### src/rtl/dataflow_pkg.sv
// Shared token-layout helpers for dataflow actors and the buffers between them.
// A token is {tag, data} with the tag in the MSBs.
package dataflow_pkg;

    // Number of tag bits needed to name every flux (at least one bit).
    function automatic int tag_width(input int flux);
        return (flux > 1) ? $clog2(flux) : 1;
    endfunction

    // Full token width: payload plus tag.
    function automatic int token_width(input int data_width, input int flux);
        return data_width + tag_width(flux);
    endfunction

    // Packs a tag and payload into the {tag, data} layout (caller truncates to its width).
    function automatic logic [63:0] pack_token(input logic [31:0] tag,
                                               input logic [31:0] data,
                                               input int          data_width);
        logic [63:0] mask;
        mask = (64'd1 << data_width) - 64'd1;
        return (64'(tag) << data_width) | (64'(data) & mask);
    endfunction

endpackage

### src/rtl/tagged_fifo_bank_flux_fifo.sv
// One circular FWFT FIFO of the tagged bank: pointers, occupancy counter,
// sticky overflow flag and the zero-forced head-of-queue output mux.
module flux_fifo #(
    parameter int WIDTH = 9,
    parameter int DEPTH = 4
) (
    input  logic             clk,
    input  logic             rst,
    input  logic             wr_req,
    input  logic [WIDTH-1:0] din,
    input  logic             rd_req,
    output logic [WIDTH-1:0] dout,
    output logic             full,
    output logic             empty,
    output logic             overflow
);

    localparam int PTR_W = $clog2(DEPTH);
    localparam int CNT_W = PTR_W + 1;

    logic [WIDTH-1:0] mem [DEPTH];
    logic [PTR_W-1:0] wptr;
    logic [PTR_W-1:0] rptr;
    logic [CNT_W-1:0] cnt;
    logic             ovf_q;
    logic             wr_acc;
    logic             rd_acc;

    // Status comes straight from the counter register, so a same-cycle read
    // never frees room for a same-cycle write on a full FIFO.
    assign full     = (cnt == CNT_W'(DEPTH));
    assign empty    = (cnt == '0);
    assign overflow = ovf_q;
    assign wr_acc   = wr_req & ~full;
    assign rd_acc   = rd_req & ~empty;
    assign dout     = empty ? '0 : mem[rptr];

    // Control state: pointers wrap naturally because DEPTH is a power of two.
    always_ff @(posedge clk) begin
        if (rst) begin
            wptr  <= '0;
            rptr  <= '0;
            cnt   <= '0;
            ovf_q <= 1'b0;
        end else begin
            if (wr_acc) wptr <= wptr + PTR_W'(1);
            if (rd_acc) rptr <= rptr + PTR_W'(1);
            unique case ({wr_acc, rd_acc})
                2'b10:   cnt <= cnt + CNT_W'(1);
                2'b01:   cnt <= cnt - CNT_W'(1);
                default: cnt <= cnt;
            endcase
            if (wr_req && full) ovf_q <= 1'b1;
        end
    end

    // Storage is never cleared; only accepted writes outside reset land here.
    always_ff @(posedge clk) begin
        if (!rst && wr_acc) mem[wptr] <= din;
    end

endmodule

### src/rtl/tagged_fifo_bank.sv
// Tagged-token buffer: steers each {tag, data} word to the FIFO named by its
// tag and exposes per-flux full/empty/overflow plus FWFT read ports.
module tagged_fifo_bank
    import dataflow_pkg::*;
#(
    parameter  int DATA_WIDTH = 8,
    parameter  int FLUX       = 2,
    parameter  int DEPTH      = 4,
    localparam int TAG_WIDTH  = tag_width(FLUX),
    localparam int WIDTH      = token_width(DATA_WIDTH, FLUX)
) (
    input  logic                  clk,
    input  logic                  rst,
    input  logic                  write,
    input  logic [WIDTH-1:0]      din,
    output logic [FLUX-1:0]       full,
    input  logic [FLUX-1:0]       read,
    output logic [FLUX*WIDTH-1:0] dout,
    output logic [FLUX-1:0]       empty,
    output logic [FLUX-1:0]       overflow
);

    logic [TAG_WIDTH-1:0] tag;

    // Tags that name no flux match no instance, so the word is silently dropped.
    assign tag = din[WIDTH-1 -: TAG_WIDTH];

    genvar f;
    generate
        for (f = 0; f < FLUX; f++) begin : g_flux
            logic wr_req;

            assign wr_req = write && (32'(tag) == f);

            flux_fifo #(
                .WIDTH (WIDTH),
                .DEPTH (DEPTH)
            ) u_fifo (
                .clk      (clk),
                .rst      (rst),
                .wr_req   (wr_req),
                .din      (din),
                .rd_req   (read[f]),
                .dout     (dout[f*WIDTH +: WIDTH]),
                .full     (full[f]),
                .empty    (empty[f]),
                .overflow (overflow[f])
            );
        end
    endgenerate

endmodule

### config.mk
export PLATFORM = sky130hd
export DESIGN_NAME = tagged_fifo_bank
export DESIGN_NICKNAME = d
export VERILOG_FILES = /design/src/rtl/dataflow_pkg.sv /design/src/rtl/tagged_fifo_bank_flux_fifo.sv /design/src/rtl/tagged_fifo_bank.sv
export SDC_FILE = /design/constraint.sdc
export NUM_CORES = 1
export LEC_CHECK = 0
export CORE_MARGIN = 2
export CORE_UTILIZATION = 50
export CTS_CLUSTER_SIZE = 14
export DETAILED_ROUTE_END_ITERATION = 6
export GPL_TIMING_DRIVEN = 0
export PLACE_DENSITY = 0.73
export SLEW_MARGIN = 20
export SYNTH_ARGS = -nofsm -noshare
export SYNTH_HDL_FRONTEND = slang
export SYNTH_SLANG_ARGS = --single-unit
### constraint.sdc
create_clock -name clk -period 2.45 [get_ports clk]
set_clock_uncertainty 0.2 [all_clocks]
set_input_delay 0.3675 -clock clk [delete_from_list [all_inputs] [get_ports clk]]
set_output_delay 0.3675 -clock clk [all_outputs]
set_load 0.01 [all_outputs]
==> results of run 1 <==
[cell usage after synthesis]
| cell | number |
|---|---|
| mux4_2 | 18 |
| nor3b_2 | 2 |
| a31oi_1 | 2 |
| nor3_1 | 4 |
| o31ai_1 | 4 |
| o21ai_0 | 6 |
| nand2_1 | 3 |
| xor2_1 | 6 |
| nor2_1 | 14 |
| dfxtp_1 | 20 |
| fa_1 | 2 |
| or4b_1 | 2 |
| ha_1 | 10 |
| buf_2 | 1 |
| edfxtp_1 | 72 |
| a21oi_1 | 8 |
| nor2b_1 | 18 |
| buf_1 | 1 |
| clkbuf_2 | 2 |
| nand2b_1 | 1 |
| buf_4 | 8 |
| and2_1 | 8 |
| or3_1 | 6 |
| inv_1 | 15 |
| clkbuf_1 | 2 |
[worst max-delay path, cell delays in order (launching register included)]
cell	delay, ns
dfxtp_2	0.37
nor3b_4	0.31
buf_4	0.18
buf_4	0.09
clkdlybuf4s50_1	0.52
[area by class of cell]
type                            count  area share [%]
Tap cell                           99            2.70
Sequential cell                    92            56.1
Inverter                           15            1.23
Buffer                             14            2.43
Clock inverter                      7            2.13
Multi-Input combinational cell    114            24.1
Timing Repair Buffer               44            8.57
Clock buffer                        9            2.70
[report_power, final]
| part | internal, mW | total, mW | switching (mW) | leakage, nW |
|---|---|---|---|---|
| sequential | 1.79 | 1.91 | 0.111 | 0.816 |
| combinational | 0.777 | 1.41 | 0.637 | 0.702 |
| clock | 0.580 | 1.09 | 0.512 | 0.108 |
[per-layer routing]
layer / global-route usage (%) / up-vias
li1: - / 977
met1: 21.2 / 989
met2: 26.9 / 41
met3: 3.92 / 4
met4: 6.06 / 0
met5: 0 / -
[worst min-delay path by stage]
stage | startpoint | to | slack, ns | cells after the start
after floorplan | g_flux[0].u_fifo.overflow | g_flux[0].u_fifo.overflow | 0.24 | 2
after global placement | g_flux[1].u_fifo.overflow | g_flux[1].u_fifo.overflow | 0.25 | 2
after detailed placement | g_flux[0].u_fifo.overflow | g_flux[0].u_fifo.overflow | 0.26 | 2
after CTS | g_flux[1].u_fifo.overflow | g_flux[1].u_fifo.overflow | 0.28 | 2
after global routing | din[8] | g_flux[0].u_fifo.mem[0][8] | 0.24 | 1
final | din[8] | g_flux[0].u_fifo.mem[0][8] | 0.24 | 1
[sequential cells by signal, indices dropped and copies added (netlist names), named ones only]
signal                  flops
g_flux.u_fifo.cnt           6
g_flux.u_fifo.rptr          4
g_flux.u_fifo.overflow      2
g_flux.u_fifo.mem          72
g_flux.u_fifo.wptr          4
[logic make-up after synthesis]
logic type,share of synthesized area [%]
AOI/OAI and AO/OA,2.98
xor gates and xnor gates,1.39
buffers and inverters,3.78
muxes,10.7
DFF,67.9
adders and majority gates,4.37
and+or+nand+nor,8.88
[through the flow]
step           instance area (µm²)  instances  setup TNS, ns
2_1_floorplan                 3780        235              0
3_3_place_gp                  4270        371         -14.47
3_5_place_dp                  4270        371         -19.05
4_1_cts                       4550        391        -0.0273
5_1_grt                       4580        394        -0.0205
6_report                      4580        394              0
[what timing repair did]
action | in CTS | in global routing
setup endpoints to repair | 22 | 5
pin swaps | 1 | 2
setup buffers | 1 | 3
resized for setup | 35 | 12
gates cloned | 3 | 0
hold buffers | 0 | 0
==> results.cfg, run 1 <==
[run_status]
status = completed

[logic_synthesis]
yosysSeqAreaShare_pct = 67.9
avgSynthCellArea_um2 = 16.1
synth.area.top_cells = edfxtp_1 57%, mux4_2 11%, dfxtp_1 11%
synth_cells = 235
netlist_area_mm2 = 0.00378
syn-num-nets = 261
yosys_warnings = 0
synth_top_area_share_pct = 57.3
yosysUniqueCellTypes = 25
ys_ff_latch = 92
synth_top_area_cell = edfxtp_1

[final_layout]
syn2layout_area_growth_pct = 21.4
nFillCells = 572
regArea_mm2 = 0.00257
fin_util_pct = 62.9
mostFrequentLayoutCell = edfxtp_1
final_cell_mix = 72 x edfxtp_1, 18 x mux4_2, 18 x nor2b_1, 18 x clkdlybuf4s50_1, 18 x dlygate4sd2_1
layout-drive-gt1-share_pct = 22.7
multiInputGateArea_mm2 = 0.00110
finalNetCount = 316
n_antenna_cell = 0

[clock_network]
cts_buffers = 9
cts_tree = done
clock-root-buffer = clkbuf_8
htreeDepth = 3
cts_max_path_buffers = 2
cts.sinks = 92
clk_pin_slew_ns = 0.08
clk_latency_ns = 0.34

[placement]
gp_congestion = 0.721
hpwlAfterDp_um = 4030
io_buffers = 37
dp_slack_ns = -0.580

[sta]
slew_headroom_pct = 67.3
fmax_mhz = 422
fin_crit_ns = 2.37
period_share_pct = 96.8
rsz0062_at_grt = true
worst_pin_slew_ns = 0.490
setup_viol = 0
timing.hold.ws_ns = 0.237
layout_setup_ws_ns = 0.0776
final_hold_viol_count = 0
drv_slew = 0

[drt]
dr.first_iter.drc_count = 91
drtAntennaViolNets = 0
wl_met1_um = 2850
drc_errors = 0
met3_wirelength_um = 233
wire_per_inst_um = 15.9
avgViaCountPerCell = 5.10
totalWireLength_um = 6260
top_layer_used = met4
dr_total_vias = 2011
first_pass_iters = 4
met2_length_um = 3130

[setup_path]
timing.rr.end = g_flux[0].u_fifo.cnt[2]
crit_path_end = full[0]
critPathArrivalTime_ns = 1.80
r2r_slack_ns = 0.13
crit_required_ns = 1.88
cp_max_fo = 6
end_kind = primary output
rr_startpoint = g_flux[0].u_fifo.cnt[1]
worstSetupPathType = register to primary output
startpoint = g_flux[0].u_fifo.cnt[1]
r2r_cells = 9
cp-start-kind = register

[floorplan]
dieHeight_um = 90.9
initial_core_util_pct = 51.8
die-area_mm2 = 0.00826
io_pins = 38
die_w_um = 90.9
rows = 31
core_mm2 = 0.00729

[pwr]
total_power_mw = 4.41
leakage_nw = 1.63
ir_drop_mv = 0.513
p_per_area_mw_per_mm2 = 962

[flow_run]
max_cap_violations = 0

[global_routing]
grt_antenna_before_repair = 0
grtUsageTotal_pct = 16.3
grt_max_degree = 17
grt_pass1_wl_um = 10100
grt_pass1_vias = 2006
overflow = 0

[min_path]
hp-class = input port to register
Note: power is estimated with default switching activity, not from simulation.
==> run 2: changes to the inputs <==
--- a/config.mk
+++ b/config.mk
@@ -9,8 +9,10 @@
 export CORE_UTILIZATION = 50
 export CTS_CLUSTER_SIZE = 14
 export DETAILED_ROUTE_END_ITERATION = 6
+export GPL_ROUTABILITY_DRIVEN = 0
 export GPL_TIMING_DRIVEN = 0
 export PLACE_DENSITY = 0.73
+export SETUP_SLACK_MARGIN = 0.15
 export SLEW_MARGIN = 20
 export SYNTH_ARGS = -nofsm -noshare
 export SYNTH_HDL_FRONTEND = slang
==> run 2 against run 1 <==
  * Die area unchanged
  * Combinational power up 9%
  * Non-clock buffer count up 6
  * Critical path type unchanged
  * Largest cell class unchanged
==> results.cfg, run 2 (synthesis results as in run 1) <==
[setup_path]
critPathSlowestCell = mux4_2
path_buf_inv = 3
end_kind = primary output
r2r_slack_ns = 0.20
cp_max_fo = 5
worstSetupPathType = register to primary output
worst_path_dominant_cell_family = multiplexers
worstPathCellList = buf_8, buf_12, mux4_2, nor2b_1, buf_2
max_stage_delay_ns = 0.47
critPathArrivalTime_ns = 1.69
cp-start-kind = register
crit_required_ns = 1.88

[pwr]
p_per_area_mw_per_mm2 = 975
swShare_pct = 28.9
power_frac_comb_pct = 33.6
p_int_mw = 3.24
leakage_nw = 1.67
clkPwrFrac_pct = 24.1
p_sw_mw = 1.31
p_seq_share_pct = 42.3
ir_drop_mv = 0.530
total_power_mw = 4.55

[floorplan]
die_w_um = 90.9
initial_core_util_pct = 51.8
die-area_mm2 = 0.00826
core_mm2 = 0.00729
io_pins = 38
rows = 31
dieHeight_um = 90.9

[final_layout]
fin_cells = 400
reg_top3 = g_flux.u_fifo.mem: 72 flops, g_flux.u_fifo.cnt: 6 flops
finalNetCount = 322
fin_util_pct = 64.0
mostFrequentLayoutCell = edfxtp_1
syn2layout_area_growth_pct = 23.6
layout-drive-gt1-share_pct = 33.2
max_flop_register = g_flux.u_fifo.mem
final_cell_mix = 72 x edfxtp_1, 18 x mux4_2, 16 x nor2b_1, 16 x buf_4, 15 x inv_1
largest_reg_flops = 72
n_antenna_cell = 0

[drt]
top_layer_used = met4
totalWireLength_um = 6410
met3_wirelength_um = 250
dr.first_iter.drc_count = 85
first_pass_iters = 4
avgViaCountPerCell = 5.12
wire_per_inst_um = 16.0
drtAntennaViolNets = 0
wl_met1_um = 2950
dr_total_vias = 2046
met2_length_um = 3150
drc_errors = 0

[sta]
slew_headroom_pct = 66.6
final_hold_viol_count = 0
setup_viol = 0
drv_slew = 0
period_share_pct = 92.3
fmax_mhz = 442
fin_crit_ns = 2.26
worst_pin_slew_ns = 0.501
timing.hold.ws_ns = 0.184
rsz0062_at_grt = true

[clock_network]
cts_buffers = 9
clock-root-buffer = clkbuf_8
cts_hold_buf = 0
clk_pin_slew_ns = 0.09
cts.sinks = 92
htreeDepth = 3
cts_tree = done
cts_max_path_buffers = 2
clk_latency_ns = 0.34

[global_routing]
overflow = 0
grt_pass1_wl_um = 10200
grtUsageTotal_pct = 16.5
grt_pass1_vias = 2033
grt_antenna_before_repair = 0
grt_max_degree = 17

[placement]
hpwlAfterDp_um = 4030
io_buffers = 37
post-place-cells = 371

[flow_run]
max_cap_violations = 0

[run_status]
status = completed

[min_path]
hp-class = input port to register
[run 2: cell count changes in the layout (fill, tap and decap cells not counted), moves of 4 or more]
| cell | delta |
|---|---|
| clkbuf_2 | +7 |
| clkdlybuf4s50_1 | -4 |
| dlygate4sd2_1 | -18 |
| dfxtp_4 | +7 |
| dlymetal6s2s_1 | +4 |
| buf_2 | +9 |
| buf_4 | +4 |
| dfxtp_2 | -6 |
[run 2: power groups by stage]
stage | Combinational [mW] | Clock, mW | Sequential (mW)
2_1_floorplan | 0.851 | 0 | 1.87
3_3_place_gp | 1.35 | 0 | 1.89
3_5_place_dp | 1.38 | 0 | 1.90
4_1_cts | 1.47 | 1.12 | 1.91
5_1_grt | 1.68 | 1.19 | 1.94
6_report | 1.53 | 1.10 | 1.92
[run 2: per-stage QoR]
step                      TNS, ns  cell area, µm²  setup WS, ns
after global placement     -14.47            4270        -0.503
after global routing            0            4670        0.0862
after detailed placement   -19.05            4270        -0.580
final                           0            4670         0.189
after floorplan                 0            3780         0.229
after CTS                       0            4590         0.109
[run 2: tightest hold or removal path, stage by stage]
cell	delay, ns
dlymetal6s2s_1	0.16
a31oi_1	0.10
nor2_1	0.07
[run 2: final cells by class]
class / instances / area [µm²]
Timing Repair Buffer: 50 / 409
Multi-Input combinational cell: 114 / 1140
Inverter: 15 / 56.3
Clock buffer: 9 / 124
Clock inverter: 7 / 97.6
Tap cell: 99 / 124
Sequential cell: 92 / 2590
Buffer: 14 / 119
Fill cell: 552 / 2630
[run 2: path summary, 6_finish.rpt]
check,from,endpoint,cells past startpoint
hold reg to reg,g_flux[1].u_fifo.overflow,g_flux[1].u_fifo.overflow,2
setup reg to reg,g_flux[0].u_fifo.cnt[2],g_flux[0].u_fifo.mem[0][6],6
setup / recovery,register,dout[7],5
hold / removal,write,g_flux[0].u_fifo.overflow,3
[run 2: repair_timing]
action,in CTS,in global routing
hold endpoints to repair,0,0
endpoints found under the setup margin,68,18
cloned,2,0
pin swaps,2,4
resized for setup,76,43
buffers inserted,5,6
[run 2: metal layers]
| metal | up-vias | track usage [%] |
|---|---|---|
| met5 | - | 0 |
| met4 | 0 | 6.06 |
| met3 | 6 | 4.09 |
| met2 | 43 | 26.9 |
| met1 | 1006 | 21.6 |
| li1 | 991 | - |
==> run 3: changes to the inputs <==
--- a/config.mk
+++ b/config.mk
@@ -5,13 +5,15 @@
 export SDC_FILE = /design/constraint.sdc
 export NUM_CORES = 1
 export LEC_CHECK = 0
+export ABC_CLOCK_PERIOD_IN_PS = 2450
 export CORE_MARGIN = 2
-export CORE_UTILIZATION = 50
+export CORE_UTILIZATION = 56
 export CTS_CLUSTER_SIZE = 14
 export DETAILED_ROUTE_END_ITERATION = 6
 export GPL_ROUTABILITY_DRIVEN = 0
 export GPL_TIMING_DRIVEN = 0
-export PLACE_DENSITY = 0.73
+export HOLD_SLACK_MARGIN = 0.12
+export PLACE_DENSITY = 0.81
 export SETUP_SLACK_MARGIN = 0.15
 export SLEW_MARGIN = 20
 export SYNTH_ARGS = -nofsm -noshare
==> run 3 against run 2 <==
  * Critical path depth up 4
  * First-iteration DRC count grew 42%
  * Routed wire length is 7.5% higher
  * Combinational power is 3% lower
  * Register-to-register slack barely moved
==> results.cfg, run 3 (synthesis results as in run 1) <==
[final_layout]
finalNetCount = 322
final_cell_mix = 72 x edfxtp_1, 18 x mux4_2, 17 x nor2b_1, 17 x buf_4, 16 x clkdlybuf4s50_1
mostFrequentLayoutCell = edfxtp_1
fin_util_pct = 71.1
reg_top3 = g_flux.u_fifo.mem: 72 flops, g_flux.u_fifo.cnt: 6 flops
n_antenna_cell = 0
largest_reg_flops = 72
syn2layout_area_growth_pct = 21.0
max_flop_register = g_flux.u_fifo.mem
postLayoutCellArea_mm2 = 0.00457
layout-drive-gt1-share_pct = 31.6

[sta]
rsz0062_at_grt = true
fin_setup_tns_ns = 0
period_share_pct = 92.3
layout_setup_ws_ns = 0.189
worst_pin_slew_ns = 0.522
setup_viol = 0
slew_headroom_pct = 65.2
fmax_mhz = 442
final_hold_viol_count = 0
drv_slew = 0
timing.hold.ws_ns = 0.220
fin_crit_ns = 2.26

[drt]
totalWireLength_um = 6890
avgViaCountPerCell = 5.51
dr.first_iter.drc_count = 121
wire_per_inst_um = 18.2
drtAntennaViolNets = 0
dr_total_vias = 2083
first_pass_iters = 5
drc_errors = 0

[pwr]
ir_drop_mv = 0.676
p_per_area_mw_per_mm2 = 988
leakage_nw = 1.63

[setup_path]
critPathArrivalTime_ns = 2.34
r2r_cells = 9
timing.rr.end = g_flux[0].u_fifo.cnt[2]
r2r_slack_ns = 0.19
cp_max_fo = 5
worstSetupPathType = register to register
startpoint = g_flux[0].u_fifo.cnt[0]
rr_startpoint = g_flux[0].u_fifo.cnt[0]
crit_required_ns = 2.53
end_kind = register
cp-start-kind = register
crit_path_end = g_flux[0].u_fifo.cnt[2]

[flow_run]
max_cap_violations = 0

[global_routing]
grt_antenna_before_repair = 0
overflow = 0
grt_pass1_vias = 2122
grtUsageTotal_pct = 20.0
grt_pass1_wl_um = 10700
grt_max_degree = 17

[clock_network]
cts.sinks = 92
clk_latency_ns = 0.35
clock-root-buffer = clkbuf_8
htreeDepth = 3
clk_pin_slew_ns = 0.09
cts_buffers = 9
cts_tree = done
cts_max_path_buffers = 2

[floorplan]
core_mm2 = 0.00642
rows = 29
die-area_mm2 = 0.00742
die_w_um = 86.1
io_pins = 38
initial_core_util_pct = 58.8
dieHeight_um = 86.1

[min_path]
hp-class = input port to register

[placement]
placed_cell_area_mm2 = 0.00424
dp_slack_ns = -0.520
hpwlAfterDp_um = 4270
io_buffers = 37

[run_status]
status = completed
run 3: cell count changes in the layout (fill, tap and decap cells not counted), sizes merged:
cell	change
buf	+1
clkdlybuf4s15	-1
clkdlybuf4s50	+2
clkinv	-1
clkinvlp	+1
dlymetal6s2s	-2
run 3: area by class of cell:
cell class | count | area [µm²]
Buffer | 14 | 109
Sequential cell | 92 | 2580
Inverter | 15 | 56.3
Fill cell | 418 | 1850
Multi-Input combinational cell | 114 | 1120
Clock buffer | 9 | 124
Tap cell | 77 | 96.3
Clock inverter | 7 | 97.6
Timing Repair Buffer | 50 | 385
run 3: how the worst min path moves through the flow:
stage / start / to / slack (ns) / cells past startpoint
3_5_place_dp: g_flux[0].u_fifo.overflow / g_flux[0].u_fifo.overflow / 0.27 / 2
2_1_floorplan: g_flux[0].u_fifo.overflow / g_flux[0].u_fifo.overflow / 0.24 / 2
6_report: din[8] / g_flux[1].u_fifo.mem[2][8] / 0.22 / 1
3_3_place_gp: g_flux[0].u_fifo.overflow / g_flux[0].u_fifo.overflow / 0.25 / 2
4_1_cts: g_flux[0].u_fifo.overflow / g_flux[0].u_fifo.overflow / 0.30 / 2
5_1_grt: din[8] / g_flux[1].u_fifo.mem[2][8] / 0.23 / 1
run 3: what timing repair did:
action	in CTS	in global routing
hold buffers	0	0
resized for setup	84	19
cloned	2	0
setup buffers	4	7
pin swaps	3	2
setup endpoints to repair	35	15
run 3: routing by layer:
metal	up-vias	global-route usage [%]	routed length, µm
met2	48	33.8	3600
li1	989	-	-
met3	5	4.81	304
met1	1041	24.6	2950
met4	0	8.66	40
met5	-	0	0
run 3: report_power, final:
group | switching, mW | internal [mW]
Sequential | 0.111 | 1.80
Combinational | 0.678 | 0.815
Clock | 0.532 | 0.580
run 3: critical path: stages (launching register included):
cell and delay [ns]:
dfxtp_2 0.37, nor3b_4 0.26, nor2_1 0.10, inv_1 0.06, ha_1 0.18, inv_1 0.06
fa_1 0.37, xor2_1 0.15, or3_1 0.30, a21oi_1 0.13
run 3: metrics by stage:
| stage | power [mW] | instances |
|---|---|---|
| global placement | 3.23 | 349 |
| global route | 4.74 | 378 |
| finish | 4.52 | 378 |
| detailed placement | 3.28 | 349 |
| floorplan | 2.72 | 235 |
| CTS | 4.49 | 371 |
